<file path="src/rtl/ct_sensor_conditioner.sv">
// ============================================================================
//  Module      : ct_sensor_conditioner
//  Description : Turns the raw country-road loop detector into a clean,
//                debounced presence request with hold, stuck-loop fault
//                detection and a saturating vehicle counter.
//  Revision    : 1.0 - initial release
// ============================================================================
`default_nettype none

module ct_sensor_conditioner #(
    parameter int DEBOUNCE    = 4,
    parameter int HOLD_CYCLES = 8,
    parameter int STUCK_LIMIT = 1024,
    parameter int CNT_W       = 8
) (
    input  logic             clk,
    input  logic             reset,
    input  logic             loop_raw,
    input  logic             clear_fault,
    input  logic             count_clear,
    output logic             ct_sensor,
    output logic             fault,
    output logic [CNT_W-1:0] vehicle_count
);

    localparam int c_DEB_W   = $clog2(DEBOUNCE) + 1;
    localparam int c_HOLD_W  = $clog2(HOLD_CYCLES) + 1;
    localparam int c_STUCK_W = $clog2(STUCK_LIMIT) + 1;

    typedef enum logic [2:0] {
        S_IDLE     = 3'd0,
        S_QUAL_ON  = 3'd1,
        S_PRESENT  = 3'd2,
        S_QUAL_OFF = 3'd3,
        S_HOLD     = 3'd4,
        S_FAULT    = 3'd5
    } state_t;

    logic                 r_s1;
    logic                 r_s2;
    state_t               r_state;
    state_t               w_state_nxt;
    logic [c_DEB_W-1:0]   r_deb_cnt;
    logic [c_DEB_W-1:0]   w_deb_nxt;
    logic [c_HOLD_W-1:0]  r_hold_cnt;
    logic [c_HOLD_W-1:0]  w_hold_nxt;
    logic [c_STUCK_W-1:0] r_stuck_cnt;
    logic [c_STUCK_W-1:0] w_stuck_nxt;
    logic [c_STUCK_W-1:0] w_stuck_inc;
    logic                 w_stuck_hit;
    logic                 w_inc;
    logic [CNT_W-1:0]     r_count;

    // Two-flop synchroniser; only r_s2 feeds the state machine.
    always_ff @(posedge clk) begin
        if (reset) begin
            r_s1 <= 1'b0;
            r_s2 <= 1'b0;
        end else begin
            r_s1 <= loop_raw;
            r_s2 <= r_s1;
        end
    end

    always_ff @(posedge clk) begin
        if (reset) begin
            r_state     <= S_IDLE;
            r_deb_cnt   <= '0;
            r_hold_cnt  <= '0;
            r_stuck_cnt <= '0;
        end else begin
            r_state     <= w_state_nxt;
            r_deb_cnt   <= w_deb_nxt;
            r_hold_cnt  <= w_hold_nxt;
            r_stuck_cnt <= w_stuck_nxt;
        end
    end

    assign w_stuck_inc = r_stuck_cnt + 1'b1;
    assign w_stuck_hit = (w_stuck_inc == c_STUCK_W'(STUCK_LIMIT));

    always_comb begin
        w_state_nxt = r_state;
        w_deb_nxt   = r_deb_cnt;
        w_hold_nxt  = r_hold_cnt;
        w_stuck_nxt = r_stuck_cnt;
        w_inc       = 1'b0;
        case (r_state)
            S_IDLE: begin
                if (r_s2) begin
                    w_state_nxt = S_QUAL_ON;
                    w_deb_nxt   = c_DEB_W'(1);
                end
            end
            S_QUAL_ON: begin
                if (!r_s2) begin
                    w_state_nxt = S_IDLE;
                end else if (r_deb_cnt == c_DEB_W'(DEBOUNCE - 1)) begin
                    w_state_nxt = S_PRESENT;
                    w_stuck_nxt = '0;
                    w_inc       = 1'b1;
                end else begin
                    w_deb_nxt = r_deb_cnt + 1'b1;
                end
            end
            S_PRESENT: begin
                w_stuck_nxt = w_stuck_inc;
                if (w_stuck_hit) begin
                    w_state_nxt = S_FAULT;
                end else if (!r_s2) begin
                    w_state_nxt = S_QUAL_OFF;
                    w_deb_nxt   = c_DEB_W'(1);
                end
            end
            S_QUAL_OFF: begin
                // A bounce back high resumes presence without a new count.
                w_stuck_nxt = w_stuck_inc;
                if (w_stuck_hit) begin
                    w_state_nxt = S_FAULT;
                end else if (r_s2) begin
                    w_state_nxt = S_PRESENT;
                end else if (r_deb_cnt == c_DEB_W'(DEBOUNCE - 1)) begin
                    w_state_nxt = S_HOLD;
                    w_hold_nxt  = '0;
                end else begin
                    w_deb_nxt = r_deb_cnt + 1'b1;
                end
            end
            S_HOLD: begin
                if (r_hold_cnt == c_HOLD_W'(HOLD_CYCLES - 1)) begin
                    w_state_nxt = S_IDLE;
                end else begin
                    w_hold_nxt = r_hold_cnt + 1'b1;
                end
            end
            S_FAULT: begin
                if (clear_fault && !r_s2) begin
                    w_state_nxt = S_IDLE;
                end
            end
            default: begin
                w_state_nxt = S_IDLE;
            end
        endcase
    end

    // Clear dominates a coincident increment; the counter never wraps.
    always_ff @(posedge clk) begin
        if (reset || count_clear) begin
            r_count <= '0;
        end else if (w_inc && (r_count != {CNT_W{1'b1}})) begin
            r_count <= r_count + 1'b1;
        end
    end

    always_comb begin
        ct_sensor = 1'b0;
        fault     = 1'b0;
        case (r_state)
            S_PRESENT, S_QUAL_OFF, S_HOLD: ct_sensor = 1'b1;
            S_FAULT: begin
                ct_sensor = 1'b1;
                fault     = 1'b1;
            end
            default: ct_sensor = 1'b0;
        endcase
    end

    assign vehicle_count = r_count;

endmodule

`default_nettype wire

</file>
<file path="config.mk">
export PLATFORM = sky130hd
export DESIGN_NAME = ct_sensor_conditioner
export DESIGN_NICKNAME = d
export VERILOG_FILES = /design/src/rtl/ct_sensor_conditioner.sv
export SDC_FILE = /design/constraint.sdc
export NUM_CORES = 1
export LEC_CHECK = 0
export CORE_UTILIZATION = 45
export CTS_BUF_LIST = sky130_fd_sc_hd__clkbuf_8
export DETAILED_ROUTE_END_ITERATION = 6
export PLACE_DENSITY = 0.74
export SLEW_MARGIN = 40
export SYNTH_ARGS = -nofsm -noshare
export SYNTH_HDL_FRONTEND = slang
export SYNTH_SLANG_ARGS = --single-unit
</file>
<file path="constraint.sdc">
create_clock -name clk -period 3.3 [get_ports clk]
set_clock_uncertainty 0.1 [all_clocks]
set_input_delay 0.825 -clock clk [delete_from_list [all_inputs] [get_ports clk]]
set_output_delay 0.825 -clock clk [all_outputs]
set_load 0.02 [all_outputs]
</file>
# Word level (Yosys, flattened, before mapping)

Index checks and enable logic that the tools add are counted.

Bits in registers: 31
Bits in latches: 0
RAM bits: 0
Memory bits (read-only): 0
Input bits: 5
Output and inout port bits: 10
Word-level logic and storage cells: 79
Memories kept: 0

Add/sub/neg operators: 4
$mul: 0
Divide/modulo/power cells: 0
Order comparisons: 0
Equal/unequal tests: 23
Shifts and indexed selects: 0
Muxes and demuxes: 31
Bitwise operators: 0
Reduce and logical (&&, ||, !) cells: 14

Operators by type and width:

| kind                                           | number |
|---|---|
| 2-to-1 mux 3 bit                               | 16 |
| 2-to-1 mux 11 bit                              | 2 |
| != test 2 bit (second input constant)          | 11 |
| case mux 11 bit (2 select lines)               | 1 |
| case mux 3 bit (6 select lines)                | 1 |
| 2-to-1 mux 4 bit                               | 4 |
| case mux 3 bit (4 select lines)                | 1 |
| adder 11 x 1 -> 11 bit (second input constant) | 1 |
| == test 11 bit (second input constant)         | 1 |
| == test 3 x 2 -> 1 bit (second input constant) | 3 |
| adder 8 x 1 -> 8 bit (second input constant)   | 1 |
| != test 8 bit (second input constant)          | 1 |
| case mux 4 bit (2 select lines)                | 1 |
| AND reduction 7 bit                            | 1 |
| == test 3 bit (second input constant)          | 2 |
| != test 3 bit (second input constant)          | 2 |
| AND reduction 6 bit                            | 1 |
| 2-to-1 mux 1 bit                               | 5 |
| AND reduction 5 bit                            | 1 |
| adder 4 x 1 -> 4 bit (second input constant)   | 1 |
| == test 4 x 3 -> 1 bit (second input constant) | 1 |
| != test 4 bit (second input constant)          | 1 |
| nonzero test 2 bit                             | 2 |
| nonzero test 4 bit                             | 1 |
| other kinds (9)                                | 10 |

# Logic depth before layout (Yosys ltp)

Word-level depth: 5
Mapped depth: 9
Gate-level depth less buffers: 8

# Worst setup path after synthesis

No wires, ideal clock.

Kind: flip-flop to output port
Start point: reg r_state[0]
End point: out fault
Arrival: 1122 ps
Required time: 2375 ps
Setup slack: 1253 ps
Cell stages (with the launch flop): 4
Buffers on the path: 1
Cell sequence: dfxtp_1 -> buf_6 -> clkinv_1 -> nor3_1

Longest elaborated chain between the ends: 2

RTL lines:

| what                   | RTL line | RTL |
|---|---|---|
| from (decl)            | 41       | `state_t r_state;` |
| from (signal assigned) | 72       | `r_state <= w_state_nxt;` |
| == test 3 bit          | 159      | `case (r_state)` |
| 2-to-1 mux 1 bit       | 159      |  |
| to (decl)              | 22       | `output logic fault,` |

Every way passes these cells.

# Worst setup path in the final report

Start point: reg r_state[2]
End point: out ct_sensor

Longest elaborated chain between the ends: 3
Elaborated cells on any way between the ends: 6
Those cells by class: eq/ne (4); mux (1); reduce/logical (1)

RTL lines:

| what                                                           | RTL line | RTL |
|---|---|---|
| == test 3 bit / == test 3 x 2 -> 1 bit (equally long branches) | 159      |  |
| OR reduction 4 bit (no source line) (*)                        | --       |  |
| 2-to-1 mux 1 bit (*)                                           | 159      |  |
| to (decl)                                                      | 21       | `output logic ct_sensor,` |

Every way passes the cells marked *; elsewhere a longest branch is shown, timed or not.

==> flow_summary.json <==
{
  "outcome": "completed",
  "r2r-start": "r_state[2]$_SDFFE_PP0P_",
  "grt_max_degree": 23,
  "setup_viol": 0,
  "grt_pass1_wl_mm": 6.03,
  "first_iter_violations": 60,
  "hold_violations": 0,
  "std_cell_rows": 22,
  "post_cts_buffers": 0,
  "path_class": "flop to primary output",
  "clkTransAtPathRegs_ps": 60,
  "grt_pass1_vias": 1344,
  "final_nets": 251,
  "worstRegToRegCells": 7,
  "synthCells": 227,
  "clock_sinks": 31,
  "yosys_warnings": 0,
  "routed_wl_mm": 3.54,
  "holdPathEnd": "r_s2$_SDFF_PP0_",
  "hold_path_class": "flop to flop",
  "cts_tree": "yes",
  "synth_area_um2": 1850,
  "async_flop_share": 0,
  "io_pins": 15,
  "die_y_um": 66.1,
  "synth-seq-cells": 31,
  "fmax_mhz": 345,
  "cp-end-kind": "primary output",
  "layout_min_cycle_time_ps": 2900,
  "cellPowerDensity_nw_per_um2": 360,
  "initial_core_util": 0.487,
  "finalSetupTns_ps": 0,
  "yosysTopAreaCell": "dfxtp_1",
  "avgSynthCellArea_um2": 8.15,
  "grt-ovfl-total": 0,
  "synthTopCellsByArea": "dfxtp_1 (34%), nor2_1 (5.9%), a21oi_1 (5.7%)",
  "crit_start": "r_state[2]$_SDFFE_PP0P_",
  "tritoncts.num_buffers": 5,
  "worstSkewPairLatency_ps": 280,
  "n_antenna_cell": 0,
  "die_area_um2": 4370,
  "root_buffer": "clkbuf_8",
  "drtAntennaViolNets": 0,
  "cp-start-kind": "flop",
  "synth_top_area_share": 0.335,
  "finalCritPeriodShare": 0.879,
  "hold_start": "r_s1$_SDFF_PP0_",
  "layout-drive-gt1-share": 0.109,
  "gp_congestion": 0.853,
  "synth-seq-area-share": 0.335,
  "port_buffers": 14,
  "h-tree-depth": 2,
  "die_w_um": 66.1,
  "wl_per_cell_um": 12.3,
  "synth_edf_count": 0,
  "r2r-end": "r_stuck_cnt[2]$_SDFFE_PP0P_",
  "tightest_slew_ps": 510,
  "rsz0062_at_grt": "false",
  "hold_depth": 1,
  "total_power_mw": 0.748,
  "syn_nets": 239,
  "dr.pass1.iters": 4,
  "antenna_found_initial": 0,
  "synth_ff_type": "dfxtp_1",
  "pre_cts_slack_ps": 720,
  "cp.arrival_ps": 1980,
  "required_ps": 2370,
  "ir_worst_vdd_mv": 0.218,
  "drcViolationCount": 0,
  "slew-limit-headroom": 0.660,
  "vias": 1557,
  "holdBufCountCts": 0,
  "hpwl_mm": 2.52,
  "coreArea_um2": 3800,
  "post_cts_resize_count": 0,
  "slew_viol_final": 0,
  "cts_max_path_buffers": 2,
  "track_usage": 0.183,
  "path_max_fanout": 13,
  "finalWorstSetupSlack_ps": 399,
  "ff2ff_setup_slack_ps": 790,
  "p_leak_nw": 0.730,
  "synth_cell_type_count": 55,
  "syn_to_final_growth_pct": 12.2,
  "max_cap_viol_count": 0,
  "routed_via_density": 5.43
}
[layout make-up]
cell class / count / area (um2)
multi-input combinational: 178 / 1130
tap: 48 / 60.1
inverter: 7 / 26.3
clock buffer: 6 / 82.6
sequential: 31 / 621
fill: 372 / 1720
timing repair buffer: 16 / 155
clock inverter: 1 / 5.00
[per-stage QoR]
step | hold WS (ps) | util | area, um2 | instances
CTS | 353 | 0.546 | 2080 | 287
global route | 361 | 0.546 | 2080 | 287
finish | 345 | 0.546 | 2080 | 287
global placement | 338 | 0.523 | 1990 | 280
detailed placement | 339 | 0.523 | 1990 | 280
floorplan | 314 | - | 1850 | 227
[kinds of logic after synthesis]
family | count (synthesis) | synth area share
adders and majority gates | 7 | 0.0473
buffers and inverters | 18 | 0.0561
muxes | 4 | 0.0243
and+or+nand+nor | 110 | 0.323
AOI/OAI and AO/OA | 48 | 0.171
xor gates and xnor gates | 9 | 0.0426
DFF | 31 | 0.335
[layer usage]
layer  track usage  vias to the layer above  wire [um]
met1         0.240                      698       1880
met2         0.273                       23       1500
met3        0.0672                        5        118
met4        0.0638                        0         41
li1              -                      831          -
met5             0                        -          0
[worst max path at each step]
stage                                          to  cells past startpoint
after floorplan                             fault                      3
after global placement                  ct_sensor                      3
after detailed placement  r_state[0]$_SDFFE_PP0P_                      7
after CTS                               ct_sensor                      3
after global routing                    ct_sensor                      3
final                                   ct_sensor                      3
[critical path, stage by stage (launching register included)]
cell and delay [ps]:
dfxtp_1 580, inv_1 200, ha_1 320, clkdlybuf4s50_1 590
[registers in the layout, indices dropped and copies added (netlist names)]
| signal | cells |
|---|---|
| r_stuck_cnt | 11 |
| vehicle_count | 8 |
| r_hold_cnt | 4 |
| r_deb_cnt | 3 |
| r_state | 3 |
| r_s1 | 1 |
| r_s2 | 1 |
[cells in the final DEF, fill, tap and decap left out, drive strengths merged, types with 5 or more instances in the layout]
cell	netlist	layout
inv	6	6
nor3	15	15
nand4	5	5
clkbuf	4	6
a21oi	21	21
clkdlybuf4s50	0	14
nand2	13	13
a31oi	5	5
dfxtp	31	31
ha	7	7
xor2	6	6
and2b	5	5
o21ai	8	8
nor2	29	29
a21o	5	5
nand3	12	12
[report_power, final]
group | total [mW] | switching (mW) | internal, mW | leakage, nW
Sequential | 0.386 | 0.00719 | 0.379 | 0.250
Combinational | 0.0594 | 0.0317 | 0.0277 | 0.433
Clock | 0.303 | 0.139 | 0.163 | 0.0470
[cells in the mapped netlist, drive strengths merged (2+ instances only)]
library cell,number
and2,3
dfxtp,31
o21ai,8
nor4,2
a21o,5
xor2,6
or3,2
nand3,12
or3b,3
a21oi,21
nand4,5
nor2b,4
nand2b,4
nand2,13
or2,4
buf,6
and3,4
ha,7
and2b,5
xnor2,3
nor3b,2
nor2,29
inv,6
nor3,15
clkbuf,4
mux2i,3
a31oi,5
No activity file was read; power rests on OpenSTA's default activity.
==> patch: new RTL, config.mk and constraints unchanged <==
Change the parameter `HOLD_CYCLES` from 8 to 16.
--- a/src/rtl/ct_sensor_conditioner.sv
+++ b/src/rtl/ct_sensor_conditioner.sv
@@ -9,7 +9,7 @@
 
 module ct_sensor_conditioner #(
     parameter int DEBOUNCE    = 4,
-    parameter int HOLD_CYCLES = 8,
+    parameter int HOLD_CYCLES = 16,
     parameter int STUCK_LIMIT = 1024,
     parameter int CNT_W       = 8
 ) (
Formal check against the unedited RTL: same outputs for any inputs over 10 cycles, from zero or initial values and one cycle with reset high; that may be too few to reach the edited logic, so the function may still have changed.
==> patch against the unedited design <==
Sequential cell count increased by 1. Fmax increased by 9.1%. Largest power group unchanged. Worst setup slack improved by 0.24 ns. Cell area about the same. Critical path type unchanged. Power decreased by 1.4%. Die area decreased by 2.0%. Synthesized area decreased by 2.0%. Routed wire length increased by 5.7%. Sequential share of layout area increased by 0.98 points.
==> patch: results <==
{
  "r2r_start": "r_hold_cnt[0]",
  "final_nets": 246,
  "holdCritStartpoint": "r_s1",
  "hold_end": "r_s2",
  "p_sw_uw": 168,
  "worst-path-max-fanout": 15,
  "synthTopCellsByArea": "dfxtp_1 35%, a21oi_1 5.2%, nor2_1 4.8%, ha_1 4.1%, xnor2_1 3.9%",
  "grt_max_degree": 24,
  "antenna_found_initial": 0,
  "fill_cells": 350,
  "synthArstFlopShare_pct": 0,
  "io_buffer_count": 14,
  "ir_worst_vdd_uv": 308,
  "rrSetupSlack_ns": 1.13,
  "hold_depth": 1,
  "hold_path_class": "reg -> reg",
  "yosysUniqueCellTypes": 50,
  "status": "finished clean",
  "cp_slowest_cell": "dfxtp_1",
  "cts_resized": 0,
  "post_dp_cell_area_um2": 1980,
  "grt_pass1_wl_mm": 6.64,
  "drt_iter0_markers": 139,
  "relSlewSlack_pct": 51.0,
  "synth_common_cells": "32 x dfxtp_1, 23 x nor2_1, 19 x a21oi_1, 18 x nand2_1, 12 x o21ai_0",
  "holdWs_ns": 0.335,
  "rr_endpoint": "r_hold_cnt[2]",
  "place_congestion": 0.786,
  "track_usage_pct": 20.2,
  "ys_seq_area_share_pct": 35.3,
  "grt_pass1_vias": 1478,
  "hpwl_mm": 2.54,
  "cp.arrival_ns": 1.73,
  "drive_gt1_share_pct": 8.05,
  "synth_warnings": 0,
  "drt-total-wl_mm": 3.74,
  "cts_buffer_depth": 2,
  "leakagePower_nw": 0.729,
  "syn_nets": 232,
  "cpPeakStageDelay_ns": 0.61,
  "via_per_inst": 5.72,
  "cts-htree-levels": 2
}
==> patch: cell count changes after synthesis, sizes merged, moves of 3 or more <==
cell    unedited run  this run
nor3              15         4
nor2              29        23
a21o               5         0
nand2             13        18
xnor2              3         8
xor2               6         1
and2b              5         1
o21ai              8        12
a211o              0         3
a22oi              0         3
nand3b             0         3
nor2b              4         7
or2                4         1
or3b               3         0
==> patch: worst max-delay path by stage <==
stage	start	endpoint	slack [ns]
floorplan	r_state[2]	ct_sensor	1.22
global placement	r_state[1]	ct_sensor	0.99
detailed placement	r_state[1]	ct_sensor	0.97
CTS	r_state[0]	fault	0.65
global route	r_state[0]	fault	0.57
finish	r_state[0]	fault	0.64
==> patch: cell type report <==
cell class              instances  area (um^2)  share of cell area (%)
flip-flops and latches         32          641                    30.9
well taps                      48         60.1                    2.90
repair buffers                 16          155                    7.48
clock buffers                   6         82.6                    3.98
multi-input cells             173         1100                    53.1
inverters                       7         26.3                    1.27
clock inverters                 2         7.51                   0.362
==> patch: metal layers <==
metal / share of wire (%) / vias to the layer above / track usage (%)
met5: 0 / - / 0
li1: - / 837 / -
met3: 4.2 / 8 / 4.69
met1: 50 / 747 / 26.7
met2: 44 / 33 / 31.1
met4: 2.0 / 0 / 8.97
==> patch: cell families after synthesis <==
logic type / synth area share, %
and+or+nand+nor: 28.3
buffers and inverters: 3.86
adders and majority gates: 4.14
muxes: 2.21
DFF: 35.3
xor gates and xnor gates: 4.35
AOI/OAI and AO/OA: 21.8
==> patch: stage by stage <==
stage	power [mW]	worst slack, ns	cells
detailed placement	0.441	0.966	276
global placement	0.441	0.986	276
CTS	0.747	0.652	284
floorplan	0.430	1.22	221
finish	0.738	0.642	284
global route	0.768	0.570	284
==> patch: worst register-to-register path: stages, from the launching register on <==
cell	delay [ns]
dfxtp_1	0.34
ha_1	0.22
and3_1	0.19
ha_1	0.21
nor3_2	0.34
a31oi_1	0.18
a222oi_1	0.37
a21oi_1	0.10
==> patch: power groups by stage <==
stage               clock network, mW  registers [mW]  logic, mW
finish                          0.305           0.398     0.0347
floorplan                           0           0.402     0.0283
global route                    0.330           0.399     0.0387
detailed placement                  0           0.407     0.0345
CTS                             0.314           0.398     0.0347
global placement                    0           0.406     0.0346
